$ cat src/rtl/fp32_pkg.sv
// Shared FP32 types and constants for the min/max reduction controller.
package fp32_pkg;

   typedef struct packed {
      logic        sign;
      logic [7:0]  exp;
      logic [22:0] mant;
   } fp32_t;

   localparam logic [31:0] FP32_QNAN    = 32'hFFC00000;
   localparam logic [7:0]  FP32_EXP_MAX = 8'hFF;

   typedef enum logic [1:0] {
      IDLE = 2'd0,
      ACC  = 2'd1,
      DONE = 2'd2
   } state_t;

endpackage

$ cat src/rtl/fp32_cmp.sv
// Combinational FP32 compare core: decides whether operand b replaces the
// accumulator a under min/max ordering, and flags NaN on either side.
// Zeros of either sign compare equal; equal values never replace.
module fp32_cmp
   import fp32_pkg::*;
(
   input  logic [31:0] a,
   input  logic [31:0] b,
   input  logic        op_max,
   output logic        take_b,
   output logic        is_nan
);

   fp32_t fa;
   fp32_t fb;
   logic  a_nan;
   logic  b_nan;
   logic  both_zero;
   logic  b_gt_a;
   logic  a_gt_b;

   assign fa = fp32_t'(a);
   assign fb = fp32_t'(b);

   // Classify operands and order them by sign, then exponent/mantissa magnitude.
   always_comb begin
      // NOTE: every combinational output gets a default first, so no path leaves it unassigned and no latch is inferred.
      take_b    = 1'b0;
      is_nan    = 1'b0;
      b_gt_a    = 1'b0;
      a_gt_b    = 1'b0;
      a_nan     = (fa.exp == FP32_EXP_MAX) && (fa.mant != '0);
      b_nan     = (fb.exp == FP32_EXP_MAX) && (fb.mant != '0);
      both_zero = (a[30:0] == '0) && (b[30:0] == '0);

      if (a_nan || b_nan) begin
         is_nan = 1'b1;
      end else if (!both_zero) begin
         if (fa.sign != fb.sign) begin
            b_gt_a = !fb.sign;
            a_gt_b = !fa.sign;
         end else if (!fa.sign) begin
            b_gt_a = {fb.exp, fb.mant} > {fa.exp, fa.mant};
            a_gt_b = {fa.exp, fa.mant} > {fb.exp, fb.mant};
         end else begin
            b_gt_a = {fb.exp, fb.mant} < {fa.exp, fa.mant};
            a_gt_b = {fa.exp, fa.mant} < {fb.exp, fb.mant};
         end
         take_b = op_max ? b_gt_a : a_gt_b;
      end
   end

endmodule

$ cat src/rtl/fminmax_reduce_ctrl.sv
// Sequencing controller for FP32 min/max reduction over a streamed vector.
// Optional feature macro: FMINMAX_INDEX_EN adds the res_idx port and the
// element position counter that tracks the winning element.
module fminmax_reduce_ctrl
   import fp32_pkg::*;
#(
   parameter  int MAX_LEN = 64,
   localparam int LEN_W   = $clog2(MAX_LEN + 1)
) (
   input  logic             clk,
   input  logic             rst,
   input  logic             start,
   input  logic [LEN_W-1:0] len,
   input  logic             op_max,
   output logic             busy,
   input  logic             in_valid,
   input  logic [31:0]      in_data,
   output logic             in_ready,
   output logic             out_valid,
   output logic [31:0]      out_data,
   output logic             out_nan,
   input  logic             out_ready
`ifdef FMINMAX_INDEX_EN
   ,
   output logic [LEN_W-1:0] res_idx
`endif
);

   state_t           state;
   state_t           state_nx;
   logic [LEN_W-1:0] len_sat;
   logic [LEN_W-1:0] remaining;
   logic             first;
   logic             op_max_r;
   logic [31:0]      acc;
   logic             nan_flag;
   logic             accept;
   logic             take_b;
   logic             cmp_nan;
`ifdef FMINMAX_INDEX_EN
   logic [LEN_W-1:0] pos;
   logic [LEN_W-1:0] idx_r;
`endif

   assign len_sat = (len > LEN_W'(MAX_LEN)) ? LEN_W'(MAX_LEN) : len;
   assign accept  = in_valid && in_ready;

   fp32_cmp u_cmp (
      .a      (acc),
      .b      (in_data),
      .op_max (op_max_r),
      .take_b (take_b),
      .is_nan (cmp_nan)
   );

   // State register.
   always_ff @(posedge clk or posedge rst) begin
      // NOTE: non-blocking assignments make every register update from pre-edge values, independent of block order.
      if (rst) state <= IDLE;
      else     state <= state_nx;
   end

   // Next-state decode.
   always_comb begin
      state_nx = state;
      unique case (state)
         IDLE: if (start) state_nx = (len_sat == '0) ? DONE : ACC;
         ACC:  if (accept && (remaining == LEN_W'(1))) state_nx = DONE;
         DONE: if (out_ready) state_nx = IDLE;
         default: state_nx = IDLE;
      endcase
   end

   // Handshake outputs decoded from state alone.
   always_comb begin
      busy      = (state == ACC) || (state == DONE);
      in_ready  = (state == ACC);
      out_valid = (state == DONE);
   end

   // Accumulator, NaN flag, element counters; first element loads unconditionally.
   always_ff @(posedge clk or posedge rst) begin
      if (rst) begin
         remaining <= '0;
         first     <= 1'b0;
         op_max_r  <= 1'b0;
         acc       <= '0;
         nan_flag  <= 1'b0;
`ifdef FMINMAX_INDEX_EN
         pos       <= '0;
         idx_r     <= '0;
`endif
      end else if ((state == IDLE) && start) begin
         remaining <= len_sat;
         first     <= 1'b1;
         op_max_r  <= op_max;
         acc       <= '0;
         nan_flag  <= 1'b0;
`ifdef FMINMAX_INDEX_EN
         pos       <= '0;
         idx_r     <= '0;
`endif
      end else if (accept) begin
         remaining <= remaining - LEN_W'(1);
         first     <= 1'b0;
`ifdef FMINMAX_INDEX_EN
         pos       <= pos + LEN_W'(1);
`endif
         if (cmp_nan) begin
            // Once NaN, acc is the canonical qNaN and stays so; the stream keeps draining.
            acc      <= FP32_QNAN;
            nan_flag <= 1'b1;
`ifdef FMINMAX_INDEX_EN
            if (!nan_flag) idx_r <= pos;
`endif
         end else if (first || take_b) begin
            acc <= in_data;
`ifdef FMINMAX_INDEX_EN
            idx_r <= pos;
`endif
         end
      end
   end

   assign out_data = acc;
   assign out_nan  = nan_flag;
`ifdef FMINMAX_INDEX_EN
   assign res_idx  = idx_r;
`endif

endmodule

$ cat config.mk
export PLATFORM = sky130hd
export DESIGN_NAME = fminmax_reduce_ctrl
export DESIGN_NICKNAME = d
export VERILOG_FILES = /design/src/rtl/fp32_pkg.sv /design/src/rtl/fp32_cmp.sv /design/src/rtl/fminmax_reduce_ctrl.sv
export SDC_FILE = /design/constraint.sdc
export NUM_CORES = 1
export LEC_CHECK = 0
export ABC_AREA = 1
export CAP_MARGIN = 0
export CORE_MARGIN = 1.5
export CORE_UTILIZATION = 46
export DETAILED_ROUTE_END_ITERATION = 6
export PLACE_DENSITY = 0.83
export SETUP_SLACK_MARGIN = 0.05
export SLEW_MARGIN = 5
export SYNTH_ARGS = -nofsm -noshare
export SYNTH_HDL_FRONTEND = slang
export SYNTH_SLANG_ARGS = --single-unit
$ cat constraint.sdc
create_clock -name clk -period 1.9 [get_ports clk]
set_input_delay 0.285 -clock clk [delete_from_list [all_inputs] [get_ports clk]]
set_output_delay 0.285 -clock clk [all_outputs]
set_load 0.02 [all_outputs]
==> impl_metrics.env <==
export IMPL_outcome="finished, violations left"
export IMPL_violations="negative setup slack"
export IMPL_cp_cell_sequence="ha_4 -> nand2_2 -> nor2_4 -> nand4_4 -> nor2_2 -> nand2_1 -> nand2_2 -> nand2_2 -> nand2_1 -> nand2_1 -> nand2_2 -> nand3_4 -> nand2_8 -> buf_12 -> buf_16 -> nand3_1 -> nand2_2"
export IMPL_max_freq_mhz=390.5
export IMPL_fin_ws_ns=-0.6608
export IMPL_finalClockSkew_ns=0.01402
export IMPL_numCtsBuffers=5
export IMPL_worst_slew_pin_slew_ns=0.6496
export IMPL_drcViolationCount=0
export IMPL_synthToLayoutAreaGrowth_pct=68.29
export IMPL_crit_buf_inv=2
export IMPL_synthXorXnorAreaFrac=0.004933
export IMPL_worst_path_most_repeated_cell="nand2_2"
export IMPL_synthFlopType="dfrtp_1"
export IMPL_hpwl_um=7507
export IMPL_final_cell_mix="buf_4, nand2_2, nand2_1"
export IMPL_grt_max_degree=45
export IMPL_cts_tree="yes"
export IMPL_syn_num_nets=555
export IMPL_syn_area_per_cell_um2=7.491
export IMPL_rsz0062_at_grt="true"
export IMPL_max_slew_margin=0.5636
export IMPL_yosysWarnings=0
export IMPL_viasPerCell=5.904
export IMPL_track_usage=0.3158
export IMPL_syn_inst=474
export IMPL_die_x_um=90.86
export IMPL_routabilityCongestion=0.9305
export IMPL_irDropWorstVdd_mv=0.7939
export IMPL_end_kind="flip-flop"
export IMPL_setup_viol=33
export IMPL_drtIter0Drc=373
export IMPL_synthAdderAreaFrac=0.1268
export IMPL_synth_compound_area_share=0.06836
export IMPL_leakage_nw=2.909
export IMPL_finalHoldViolCount=0
export IMPL_async_flop_share=1.000
export IMPL_grt_overflow_total=0
export IMPL_post_place_ws_ns=-0.8885
export IMPL_die_h_um=90.86
export IMPL_clockBufferDepth=2
export IMPL_clkTransAtPathRegs_ns=0.11
export IMPL_cts_root_buf="clkbuf_8"
export IMPL_rows=31
export IMPL_insertion_delay_ns=0.33
export IMPL_vias=4381
export IMPL_drive_gt1_frac=0.4432
export IMPL_io_pins=81
export IMPL_crit_arrival_ns=2.83
export IMPL_synth_cell_type_count=36
export IMPL_yosysSeqAreaShare=0.3101
export IMPL_crit_family="simple AND/OR/NAND/NOR gates"
export IMPL_hp_class="primary input to asynchronous set/reset pin"
export IMPL_maxSlewViolCount=0
export IMPL_fin_crit_ns=2.561
export IMPL_antenna_diode_count=0
export IMPL_nets=723
export IMPL_drv_cap=0
export IMPL_portBuffers=80
export IMPL_slowest_delay_ns=0.47
export IMPL_slowest_stage="dfrtp_2"
export IMPL_cts_sinks=44
export IMPL_initial_core_util=0.4818
export IMPL_ant_nets=0
export IMPL_cp_max_fo=8
export IMPL_dr_pass1_iters=5
export IMPL_muxShareOfSynthArea=0
export IMPL_critPathKind="flip-flop to flip-flop"
export IMPL_wl_per_cell_um=20.03
export IMPL_cp_start_kind="flip-flop"
export IMPL_drt_total_wl_um=14860
export IMPL_final_common_cell="buf_4"
export IMPL_place_inst=712
export IMPL_die_area_um2=8256
export IMPL_core_area_um2=7370
export IMPL_synth_edf_count=0
export IMPL_synth_top_family_by_area="simple AND/OR/NAND/NOR gates"
export IMPL_power_density_nw_per_um2=1478
export IMPL_fin_crit_sh=1.348
export IMPL_final_core_utilization=0.8109
export IMPL_synth_simple_area_share=0.3742
export IMPL_grt_pass1_wl_um=20920
export IMPL_synth_seq_cells=44
export IMPL_mappedNetlistArea_um2=3551
export IMPL_antenna_found_initial=0
export IMPL_layoutNonFillerInstCount=742
export IMPL_grt_pass1_vias=4320
export IMPL_required_ns=2.17
export IMPL_h_tree_depth=2
==> per-layer routing <==
| metal | GRT usage | share of wire |
|---|---|---|
| met1 | 0.3637 | 0.36 |
| met2 | 0.5533 | 0.47 |
| met3 | 0.06397 | 0.096 |
| met4 | 0.1576 | 0.075 |
| met5 | 0 | 0 |
==> flip-flops by register name (all words and copies together), names as in the netlist <==
name,flops
first,1
remaining,7
state,2
op_max_r,1
out_nan,1
out_data,32
==> timing repair <==
item                                    4_1_cts  5_1_grt
hold endpoints to repair                      0        0
hold buffers                                  0        0
buffers inserted                             13        3
endpoints found under the setup margin       38       41
pin swaps                                    44       24
gates resized for setup                      98       44
cloned                                        6        0
==> worst reg2reg max path: stages (launching register included) <==
cell and delay (ns):
dfrtp_2 0.47, ha_4 0.31, nand2_2 0.07, nor2_4 0.14
nand4_4 0.12, nor2_2 0.15, nand2_1 0.08, nand2_2 0.09
nand2_2 0.06, nand2_1 0.07, nand2_1 0.07, nand2_2 0.09
nand3_4 0.12, nand2_8 0.17, buf_12 0.13, buf_16 0.12
nand3_1 0.12, nand2_2 0.12
==> logic make-up after synthesis <==
| group | Yosys count |
|---|---|
| simple gates | 258 |
| buf+inv | 92 |
| flops | 44 |
| compound gates | 42 |
| fa+ha+maj | 36 |
| xor+xnor | 2 |
==> through the flow <==
step / power, W / instance area, µm² / hold WS [ns] / setup TNS (ns)
3_3_place_gp: 0.006217 / 5077 / 0.4971 / -25.52
2_1_floorplan: 0.004579 / 3676 / 0.4060 / -5.682
6_report: 0.008835 / 5976 / 0.2908 / -19.35
3_5_place_dp: 0.006381 / 5077 / 0.4988 / -28.58
4_1_cts: 0.007971 / 5748 / 0.3277 / -13.13
5_1_grt: 0.009240 / 5976 / 0.3369 / -22.32
==> path summary, 6_finish.rpt <==
path	from	end	slack [ns]	cells after the start
setup reg to reg	out_data[28]	out_data[3]	-0.66	17
setup / recovery	out_data[28]	out_data[3]	-0.66	17
min in group clk	in_data[16]	out_data[16]	0.45	5
hold / removal	rst	out_data[19]	0.29	3
hold reg to reg	out_nan	out_nan	0.55	2
max in group asynchronous	rst	out_data[22]	1.35	3
==> synthesized netlist by cell type, drive strengths merged (2+ instances only) <==
cell / instances / area (µm²)
a21o: 2 / 15.01
dfrtp: 44 / 1101
a22oi: 2 / 15.01
ha: 36 / 450.4
buf: 10 / 102.6
nand3: 39 / 212.7
nand4: 14 / 93.84
xor2: 2 / 17.52
a31oi: 3 / 18.77
nor3: 6 / 30.03
nand3b: 2 / 15.01
nor4: 11 / 75.07
nor2: 45 / 186.4
a32o: 2 / 20.02
nand2: 139 / 703.2
o221ai: 2 / 17.52
clkbuf: 3 / 11.26
a21oi: 17 / 85.08
inv: 78 / 292.8
o21ai: 13 / 65.06
==> area by class of cell <==
cell class | instances | area (µm²)
Timing Repair Buffer | 171 | 1635
Sequential cell | 44 | 1122
Clock buffer | 5 | 68.82
Inverter | 79 | 296.5
Fill cell | 383 | 1394
Clock inverter | 3 | 46.29
Multi-Input combinational cell | 341 | 2683
Tap cell | 99 | 123.9
==> where the power goes <==
group | switching [W] | internal, W
sequential | 0.000432 | 0.00137
combinational | 0.00347 | 0.00275
clock | 0.000406 | 0.000397
(Power assumes the default switching activity.)
